==> src/rtl/conv_frame_buffer_if.sv <==
// Stream bundle for conv_frame_buffer: pixel load, window groups, readout.
// The buffer side uses the slave modport, the driving side the master.
interface conv_frame_buffer_if #(
  parameter int PIXEL_WIDTH  = 8,
  parameter int KERNEL_WIDTH = 3
);
  logic                              i_start;
  logic                              i_wr_valid;
  logic [PIXEL_WIDTH-1:0]            i_wr_data;
  logic                              o_wr_ready;
  logic                              o_conv_valid;
  logic [KERNEL_WIDTH*PIXEL_WIDTH-1:0] o_conv_data;
  logic                              i_conv_ready;
  logic                              o_rd_valid;
  logic [PIXEL_WIDTH-1:0]            o_rd_data;
  logic                              i_rd_ready;
  logic                              o_frame_ready;
  logic                              o_busy;

  modport master (
    output i_start, i_wr_valid, i_wr_data,
    output i_conv_ready, i_rd_ready,
    input  o_wr_ready, o_conv_valid, o_conv_data,
    input  o_rd_valid, o_rd_data,
    input  o_frame_ready, o_busy
  );

  modport slave (
    input  i_start, i_wr_valid, i_wr_data,
    input  i_conv_ready, i_rd_ready,
    output o_wr_ready, o_conv_valid, o_conv_data,
    output o_rd_valid, o_rd_data,
    output o_frame_ready, o_busy
  );
endinterface

==> src/rtl/conv_frame_buffer.sv <==
// Frame buffer + column-major window sequencer for the convolver.
// Define CONV_FB_ZERO_PAD_EN for horizontal zero padding of the windows.
module conv_frame_buffer #(
  parameter int PIXEL_WIDTH  = 8,
  parameter int IMAGE_WIDTH  = 10,
  parameter int IMAGE_HEIGHT = 10,
  parameter int KERNEL_WIDTH = 3
) (
  input  logic clk,
  input  logic reset,
  conv_frame_buffer_if.slave bus
);
  localparam int PW  = PIXEL_WIDTH;
  localparam int IW  = IMAGE_WIDTH;
  localparam int IH  = IMAGE_HEIGHT;
  localparam int K   = KERNEL_WIDTH;
  localparam int RES = IW * IH;
`ifdef CONV_FB_ZERO_PAD_EN
  localparam int P    = (K - 1) / 2;
  localparam int NCOL = IW;
`else
  localparam int P    = 0;
  localparam int NCOL = IW - K + 1;
`endif
  localparam int AW = (RES > 1) ? $clog2(RES) : 1;
  localparam int CW = (NCOL > 1) ? $clog2(NCOL) : 1;
  localparam int RW = (IH > 1) ? $clog2(IH) : 1;
  localparam int JW = (K > 1) ? $clog2(K) : 1;

  typedef enum logic [1:0] {IDLE, LOAD, PROC, READ} state_t;
  state_t state;

  logic [AW-1:0] addr;
  logic [CW-1:0] col;
  logic [RW-1:0] row;
  logic [JW-1:0] kj;
  logic          fetch;
  logic          pend;
  logic          pend_pad;
  logic [JW-1:0] pend_j;

  logic [PW-1:0] mem [RES];
  logic [PW-1:0] rd_q;

  int            pos;
  logic          in_range;
  logic [AW-1:0] win_addr;
  logic [AW-1:0] ram_addr;
  logic          we;
  logic          re;

  always_comb begin
    pos      = int'(col) + int'(kj) - P;
    in_range = (pos >= 0) && (pos < IW);
    win_addr = AW'(int'(row) * IW + pos);
    we       = (state == LOAD) && bus.i_wr_valid
             && bus.o_wr_ready;
    re       = fetch && ((state == READ)
             || ((state == PROC) && in_range));
    ram_addr = (state == PROC) ? win_addr : addr;
  end

  always_ff @(posedge clk) begin
    if (we) mem[ram_addr] <= bus.i_wr_data;
    if (re) rd_q <= mem[ram_addr];
  end

  always_ff @(posedge clk) begin
    if (reset) begin
      state             <= IDLE;
      addr              <= '0;
      col               <= '0;
      row               <= '0;
      kj                <= '0;
      fetch             <= 1'b0;
      pend              <= 1'b0;
      pend_pad          <= 1'b0;
      pend_j            <= '0;
      bus.o_wr_ready    <= 1'b0;
      bus.o_conv_valid  <= 1'b0;
      bus.o_conv_data   <= '0;
      bus.o_rd_valid    <= 1'b0;
      bus.o_rd_data     <= '0;
      bus.o_frame_ready <= 1'b0;
      bus.o_busy        <= 1'b0;
    end else begin
      // Read data lands in rd_q one cycle after the issue cycle.
      pend     <= fetch;
      pend_j   <= kj;
      pend_pad <= (state == PROC) && !in_range;
      unique case (state)
        IDLE: begin
          if (bus.i_start) begin
            state          <= LOAD;
            addr           <= '0;
            bus.o_wr_ready <= 1'b1;
            bus.o_busy     <= 1'b1;
          end
        end
        LOAD: begin
          if (we) begin
            if (addr == AW'(RES - 1)) begin
              state          <= PROC;
              addr           <= '0;
              col            <= '0;
              row            <= '0;
              kj             <= '0;
              fetch          <= 1'b1;
              bus.o_wr_ready <= 1'b0;
            end else begin
              addr <= addr + 1'b1;
            end
          end
        end
        PROC: begin
          if (fetch) begin
            if (kj == JW'(K - 1)) begin
              kj    <= '0;
              fetch <= 1'b0;
            end else begin
              kj <= kj + 1'b1;
            end
          end
          if (pend) begin
            bus.o_conv_data[int'(pend_j)*PW +: PW]
              <= pend_pad ? '0 : rd_q;
            if (pend_j == JW'(K - 1))
              bus.o_conv_valid <= 1'b1;
          end
          if (bus.o_conv_valid && bus.i_conv_ready) begin
            bus.o_conv_valid <= 1'b0;
            fetch            <= 1'b1;
            if (row == RW'(IH - 1)) begin
              row <= '0;
              if (col == CW'(NCOL - 1)) begin
                state             <= READ;
                addr              <= '0;
                bus.o_frame_ready <= 1'b1;
              end else begin
                col <= col + 1'b1;
              end
            end else begin
              row <= row + 1'b1;
            end
          end
        end
        READ: begin
          if (fetch) fetch <= 1'b0;
          if (pend) begin
            bus.o_rd_data  <= rd_q;
            bus.o_rd_valid <= 1'b1;
          end
          if (bus.o_rd_valid && bus.i_rd_ready) begin
            bus.o_rd_valid <= 1'b0;
            if (addr == AW'(RES - 1)) begin
              state             <= IDLE;
              bus.o_frame_ready <= 1'b0;
              bus.o_busy        <= 1'b0;
            end else begin
              addr  <= addr + 1'b1;
              fetch <= 1'b1;
            end
          end
        end
        default: state <= IDLE;
      endcase
    end
  end
endmodule

==> src/flat_wrapper.sv <==
// flat-port wrapper written by rule: the top's interface ports become plain ports
module conv_frame_buffer_flat 
#(
  parameter int PIXEL_WIDTH  = 8,
  parameter int IMAGE_WIDTH  = 10,
  parameter int IMAGE_HEIGHT = 10,
  parameter int KERNEL_WIDTH = 3
)
  (clk, reset, bus_i_start, bus_i_wr_valid, bus_i_wr_data, bus_i_conv_ready, bus_i_rd_ready, bus_o_wr_ready, bus_o_conv_valid, bus_o_conv_data, bus_o_rd_valid, bus_o_rd_data, bus_o_frame_ready, bus_o_busy);
  conv_frame_buffer_if #(.PIXEL_WIDTH(PIXEL_WIDTH), .KERNEL_WIDTH(KERNEL_WIDTH)) bus_i ();
  input  logic clk;
  input  logic reset;
  input wire logic [$bits(bus_i.i_start)-1:0] bus_i_start;
  input wire logic [$bits(bus_i.i_wr_valid)-1:0] bus_i_wr_valid;
  input wire logic [$bits(bus_i.i_wr_data)-1:0] bus_i_wr_data;
  input wire logic [$bits(bus_i.i_conv_ready)-1:0] bus_i_conv_ready;
  input wire logic [$bits(bus_i.i_rd_ready)-1:0] bus_i_rd_ready;
  output wire logic [$bits(bus_i.o_wr_ready)-1:0] bus_o_wr_ready;
  output wire logic [$bits(bus_i.o_conv_valid)-1:0] bus_o_conv_valid;
  output wire logic [$bits(bus_i.o_conv_data)-1:0] bus_o_conv_data;
  output wire logic [$bits(bus_i.o_rd_valid)-1:0] bus_o_rd_valid;
  output wire logic [$bits(bus_i.o_rd_data)-1:0] bus_o_rd_data;
  output wire logic [$bits(bus_i.o_frame_ready)-1:0] bus_o_frame_ready;
  output wire logic [$bits(bus_i.o_busy)-1:0] bus_o_busy;
  assign bus_i.i_start = bus_i_start;
  assign bus_i.i_wr_valid = bus_i_wr_valid;
  assign bus_i.i_wr_data = bus_i_wr_data;
  assign bus_i.i_conv_ready = bus_i_conv_ready;
  assign bus_i.i_rd_ready = bus_i_rd_ready;
  assign bus_o_wr_ready = bus_i.o_wr_ready;
  assign bus_o_conv_valid = bus_i.o_conv_valid;
  assign bus_o_conv_data = bus_i.o_conv_data;
  assign bus_o_rd_valid = bus_i.o_rd_valid;
  assign bus_o_rd_data = bus_i.o_rd_data;
  assign bus_o_frame_ready = bus_i.o_frame_ready;
  assign bus_o_busy = bus_i.o_busy;
  conv_frame_buffer #(.PIXEL_WIDTH(PIXEL_WIDTH), .IMAGE_WIDTH(IMAGE_WIDTH), .IMAGE_HEIGHT(IMAGE_HEIGHT), .KERNEL_WIDTH(KERNEL_WIDTH)) u_core (.clk(clk), .reset(reset), .bus(bus_i));
endmodule
==> config.mk <==
export PLATFORM = sky130hd
export DESIGN_NAME = conv_frame_buffer_flat
export DESIGN_NICKNAME = d
export VERILOG_FILES = /design/src/rtl/conv_frame_buffer_if.sv /design/src/rtl/conv_frame_buffer.sv /design/src/flat_wrapper.sv
export SDC_FILE = /design/constraint.sdc
export NUM_CORES = 1
export LEC_CHECK = 0
export BUFFER_PORTS_ARGS = -buffer_cell sky130_fd_sc_hd__buf_2
export CAP_MARGIN = 15
export CORE_MARGIN = 5
export CORE_UTILIZATION = 40
export CTS_CLUSTER_DIAMETER = 150
export DETAILED_ROUTE_END_ITERATION = 10
export GPL_TIMING_DRIVEN = 1
export PLACE_DENSITY = 0.53
export SLEW_MARGIN = 5
export SYNTH_ARGS = -nofsm -noshare
export SYNTH_HDL_FRONTEND = slang
export SYNTH_SLANG_ARGS = --single-unit
==> constraint.sdc <==
create_clock -name clk -period 7 [get_ports clk]
set_input_delay 0.35 -clock clk [delete_from_list [all_inputs] [get_ports clk]]
set_output_delay 0.35 -clock clk [all_outputs]
set_load 0.02 [all_outputs]
## Word level (Yosys, flattened, before mapping)

Memory sizes are Yosys's and may differ from the RTL's. A register that Yosys moved wholly into a read port is not among the register bits.
Index checks and enable logic that the tools add are counted.

| storage, ports and cells | value |
|---|---|
| bits in registers | 60 |
| memory bits (writable) | 800 |
| input port bits | 14 |
| output and inout bits | 37 |
| word-level logic and storage cells | 141 |
| memories | 1 |

| operators by class | value |
|---|---|
| $add $sub $neg | 7 |
| multipliers | 1 |
| order comparisons | 2 |
| eq/ne operators | 19 |
| shift operators | 2 |
| muxes and demuxes | 61 |
| reductions and logical operators | 32 |

Memory list:

| name | depth | bits a word | rd ports | clocked after memory_dff | write ports | line | source |
|---|---|---|---|---|---|---|---|
| u_core.mem | 100 | 8 | 1 | 1 | 1 | conv_frame_buffer.sv:42 | `logic [PW-1:0] mem [RES];` |

Operator list:

| kind | number |
|---|---|
| 7-bit 2-to-1 mux | 9 |
| 5-bit negator with 33-bit output | 1 |
| 8-bit by 33-bit variable shift with 24-bit output (first input constant) | 1 |
| 8-bit by 33-bit variable part select with 24-bit output | 1 |
| 32-bit by 1-bit greater-or-equal comparator with 1-bit output (second input constant) | 1 |
| 32-bit by 5-bit < comparator with 1-bit output (second input constant) | 1 |
| 7-bit case mux with 4 select lines | 1 |
| 24-bit bitwise mux | 1 |
| 2-bit 2-to-1 mux | 11 |
| 1-bit 2-to-1 mux | 21 |
| 2-bit != test (second input constant) | 9 |
| 4-bit 2-to-1 mux | 4 |
| 4-bit AND reduction | 4 |
| 3-bit 2-to-1 mux | 5 |
| 2-bit nonzero test | 7 |
| 6-bit AND reduction | 2 |
| 2-bit equality test (second input constant) | 4 |
| 1-bit logical AND | 8 |
| 8-bit 2-to-1 mux | 1 |
| 2-bit case mux with 4 select lines | 1 |
| 4-bit case mux with 2 select lines | 1 |
| 8-bit AND reduction | 1 |
| 7-bit by 1-bit adder with 7-bit output (second input constant) | 1 |
| 7-bit adder | 1 |
| other kinds (21) | 27 |

## Depth between registers and ports, before layout

| logic depth | value |
|---|---|
| depth in word-level cells | 6 |
| depth in mapped cells | 15 |
| depth with buffers taken out | 12 |

## Worst setup path before layout

No wires, ideal clock.

| timing | value |
|---|---|
| kind | reg2reg |
| start point | register u_core.kj[0] |
| end point | memory u_core.mem[71][0] (netlist bit), enable pin |
| setup time | 0.370 ns |
| arrival | 3.394 ns |
| required time | 6.630 ns |
| slack | 3.235 ns |
| stages on the path, launching flop included | 13 |
| path buffers | 3 |
| clock period less this slack | 3.765 ns |
| path through | dfxtp_1 -> ha_1 -> fa_1 -> ha_1 -> inv_1 -> fa_1 -> buf_4 -> nand2b_2 -> o22ai_2 -> clkbuf_1 -> nand2_1 -> clkbuf_1 -> nor2_1 |

| between the ends | value |
|---|---|
| word-level cells in the longest chain between the ends | 3 |

Ends and longest elaborated chain:

| what | line | source |
|---|---|---|
| start, declared | conv_frame_buffer.sv:36 | `logic [JW-1:0] kj;` |
| start signal, assigned | conv_frame_buffer.sv:121 | `kj <= kj + 1'b1;` |
| 3-bit by 2-bit adder with 4-bit output | conv_frame_buffer.sv:53 | `pos = int'(col) + int'(kj) - P;` |
| 7-bit adder | conv_frame_buffer.sv:55 | `win_addr = AW'(int'(row) * IW + pos);` |
| 7-bit 2-to-1 mux | conv_frame_buffer.sv:60 | `ram_addr = (state == PROC) ? win_addr : addr;` |
| end, declared | conv_frame_buffer.sv:42 |  |

No other way between the ends.

## Worst setup path after layout

| timing | value |
|---|---|
| start point | register u_core.kj[0] |
| end point | register u_core.rd_q[7], read port of u_core.mem (data pin) |

| between the ends | value |
|---|---|
| word-level cells in the longest chain between the ends | 6 |
| elaborated cells on any way between the ends | 9 |
| classes of those cells | add/sub: 2; order compare: 2; mux: 1; reduce/logical: 4 |

Ends and longest elaborated chain:

| what | line | source |
|---|---|---|
| 3-bit by 2-bit adder with 4-bit output (*) | conv_frame_buffer.sv:53 |  |
| 32-bit by 1-bit greater-or-equal comparator with 1-bit output / 32-bit by 5-bit < comparator with 1-bit output (equally long branches) | conv_frame_buffer.sv:54 | `in_range = (pos >= 0) && (pos < IW);` |
| 1-bit logical AND | conv_frame_buffer.sv:54 |  |
| 1-bit logical AND | conv_frame_buffer.sv:59 | `\|\| ((state == PROC) && in_range));` |
| 1-bit logical OR | conv_frame_buffer.sv:59 |  |
| 1-bit logical AND | conv_frame_buffer.sv:58 | `re = fetch && ((state == READ)` |
| end, declared | conv_frame_buffer.sv:43 | `logic [PW-1:0] rd_q;` |

Mark *: on every way between the ends. The rest lies on a longest branch, timed or not.
A chain may end at the register's enable or synchronous reset.

==> out/results.ini <==
[clock_tree]
hold_buffers=0
cts_buffers=91
htreeDepth=3
clockBufferDepth=3
clk_pin_slew_ns=0.06
insertion_delay_ns=0.65
postCtsSetupBuffers=0
cts_root_buffer=clkbuf_16
cts-resized-gates=0
tritoncts=yes
cts_sinks=868

[floorplan]
die_y_um=302
initial_core_util_pct=40.1
rows=107
ioPinCount=51
coreArea_um2=84900
die_w_um=302
dieArea_um2=91100

[sta]
whs_ns=0.0503
fin_ws_ns=1.75
tns_ns=0
rsz0062_at_grt=no
skew_ns=0.0255
relSlewSlack_pct=20.0
hold_violations=0
fin_crit_sh_pct=75.0
slew_violations=0
fmax_ghz=0.191
tightest_slew_ns=1.19
period_minus_slack_ns=5.25
setup_viol=0

[pwr]
p_int_w=0.00925
clkPwrFrac_pct=36.1
switchingPower_w=0.00393
p_per_area_nw_per_um2=342
p_sw_share_pct=29.9
comb_power_share_pct=20.2
irDropWorstVdd_mv=0.373
seq_power_share_pct=43.7
p_leak_nw=12.4

[yosys]
synth-warning-count=0
synth_edf_count=808
syn-instance-count=2288
synthesis.area_um2=34100
synth_fp_nets=2326
ys_top_cells_by_area=edfxtp_1 (71%), a22oi_1 (4.1%), dfxtp_1 (3.5%)
syn_area_per_cell_um2=14.9
synth_top_area_share_pct=71.2
ys_seq_area_share_pct=74.7
synth_seq_cells=868
synth_cell_type_count=88
synthArstFlopShare_pct=0
ys.flop_type=edfxtp_1
yosysTopAreaCell=edfxtp_1

[worst_setup_path]
critPathKind=flip-flop to flip-flop
crit_path_start_kind=flip-flop
critPathMaxFanout=20
cp.required_ns=7.37
arrival_ns=5.62
crit_path_end_kind=flip-flop

[drt]
drt_first_iter_violations=2505
postRouteAntennaNets=0
wirelength_um=105000
vias_per_cell=5.93
drtPass1Iterations=6
post_drt_wl_per_cell_um=29.4
via_count=21200
drc_errors=0

[run_status]
status=complete, no violations

[finish]
antenna_cells=0
drive_gt1_share_pct=11.6
area_growth_pct=13.0
nets=2400

[global_route]
globalRouteOverflowTotal=0
grt_pass1_vias=20500
antenna_found_initial=0
grt_pass1_wl_um=150000
grt_max_degree=96
grtUsageTotal_pct=22.6

[placement]
hpwl_um=63400
io_buffers=50
place_ws_ns=1.83
gp_congestion=0.887

[worst_hold_path]
hold_path.class=primary input to flip-flop

[job]
maxCapViolCount=0

critical path, stage by stage, from the launching register on:
cell and delay, ns:
dfxtp_1 0.35, ha_1 0.25, fa_1 0.51, ha_1 0.19, inv_1 0.06, fa_1 0.85, nand2b_2 0.31, mux2_2 0.77
buf_12 0.26, a21oi_1 0.07, nor4_1 0.29, o22ai_1 0.15, nor4_1 0.79, nor4_1 0.12
registers in the layout, summed over array words and instances (netlist names), 2 cells and up:
signal                  count
u_core.mem                800
u_core.bus.o_conv_data     24
u_core.bus.o_rd_data        8
u_core.rd_q                 8
u_core.addr                 7
u_core.row                  4
u_core.col                  3
u_core.kj                   2
u_core.pend_j               2
u_core.state                2
per-layer routing:
| metal | GRT usage [%] | up-vias | wire length (um) |
|---|---|---|---|
| met5 | 0 | - | 0 |
| met4 | 6.73 | 0 | 2970 |
| met3 | 3.95 | 155 | 9260 |
| met2 | 35.5 | 1114 | 48200 |
| met1 | 32.6 | 10900 | 44800 |
| li1 | - | 9068 | - |
Yosys cell counts, types with 10 or more instances:
cell type / number
a22o_1: 39
nand4_1: 14
dfxtp_1: 60
mux2i_1: 54
buf_2: 43
inv_1: 17
nor3_1: 16
a22oi_1: 184
nor2_1: 159
nand2_1: 305
nor4_1: 25
ha_1: 21
clkbuf_1: 36
buf_6: 18
nand3_1: 36
o22ai_1: 30
a31oi_1: 27
edfxtp_1: 808
a21oi_1: 164
o21ai_0: 25
a221o_1: 10
buf_4: 28
stage by stage:
step / util (%) / area, um^2 / std cells / total power, W
final: 45.4 / 38500 / 3579 / 0.0132
after detailed placement: 42.0 / 35600 / 3413 / 0.00850
after global routing: 45.4 / 38500 / 3579 / 0.0136
after floorplan: - / 34100 / 2288 / 0.00758
after CTS: 45.4 / 38500 / 3579 / 0.0132
after global placement: 42.0 / 35600 / 3413 / 0.00850
cell type report:
cell class                      count  area (um^2)
Clock buffer                      108         2340
Clock inverter                     58          547
Fill cell                        7549        46400
Inverter                           18         67.6
Multi-Input combinational cell   1273         7860
Sequential cell                   868        25500
Tap cell                         1144         1430
Timing Repair Buffer              110          783
power groups by stage:
stage                     clock network (W)  logic (W)  registers, W
final                               0.00475    0.00266       0.00576
after global routing                0.00502    0.00280       0.00576
after CTS                           0.00481    0.00264       0.00576
after detailed placement                  0    0.00263       0.00587
after global placement                    0    0.00263       0.00587
after floorplan                           0    0.00174       0.00584
layout by cell type, fill, tap and decap left out, types with 18 or more instances in the layout:
cell type,instances
edfxtp_1,808
nand2_1,305
a22oi_1,184
a21oi_1,164
nor2_1,159
clkbuf_16,91
buf_4,63
dfxtp_1,60
mux2i_1,54
buf_2,42
a22o_1,39
nand3_1,36
o22ai_1,29
a31oi_1,26
o21ai_0,25
nor4_1,25
ha_1,20
clkinv_2,19
clkinv_1,18
final timing paths:
path	from	to	slack [ns]	cells past startpoint
worst max-delay path	u_core.kj[0]	u_core.rd_q[7]	1.75	13
worst min-delay path	bus_i_rd_ready	u_core.bus.o_rd_valid	0.05	4
worst max register to register	u_core.kj[0]	u_core.rd_q[7]	1.75	13
worst min register to register	u_core.bus.o_rd_data[2]	u_core.bus.o_rd_data[2]	0.45	2
kinds of logic (layout without fill, tap and decap cells):
kind of cell | after synthesis | after routing | share of synthesized area, %
adders and majority gates | 24 | 24 | 0.947
xor gates and xnor gates | 12 | 12 | 0.308
AOI/OAI and AO/OA | 573 | 573 | 11.9
and+or+nand+nor | 600 | 600 | 7.55
DFF | 868 | 868 | 74.7
muxes | 64 | 64 | 2.06
buffers and inverters | 147 | 294 | 2.52
Power figures use the tool's default switching activity.
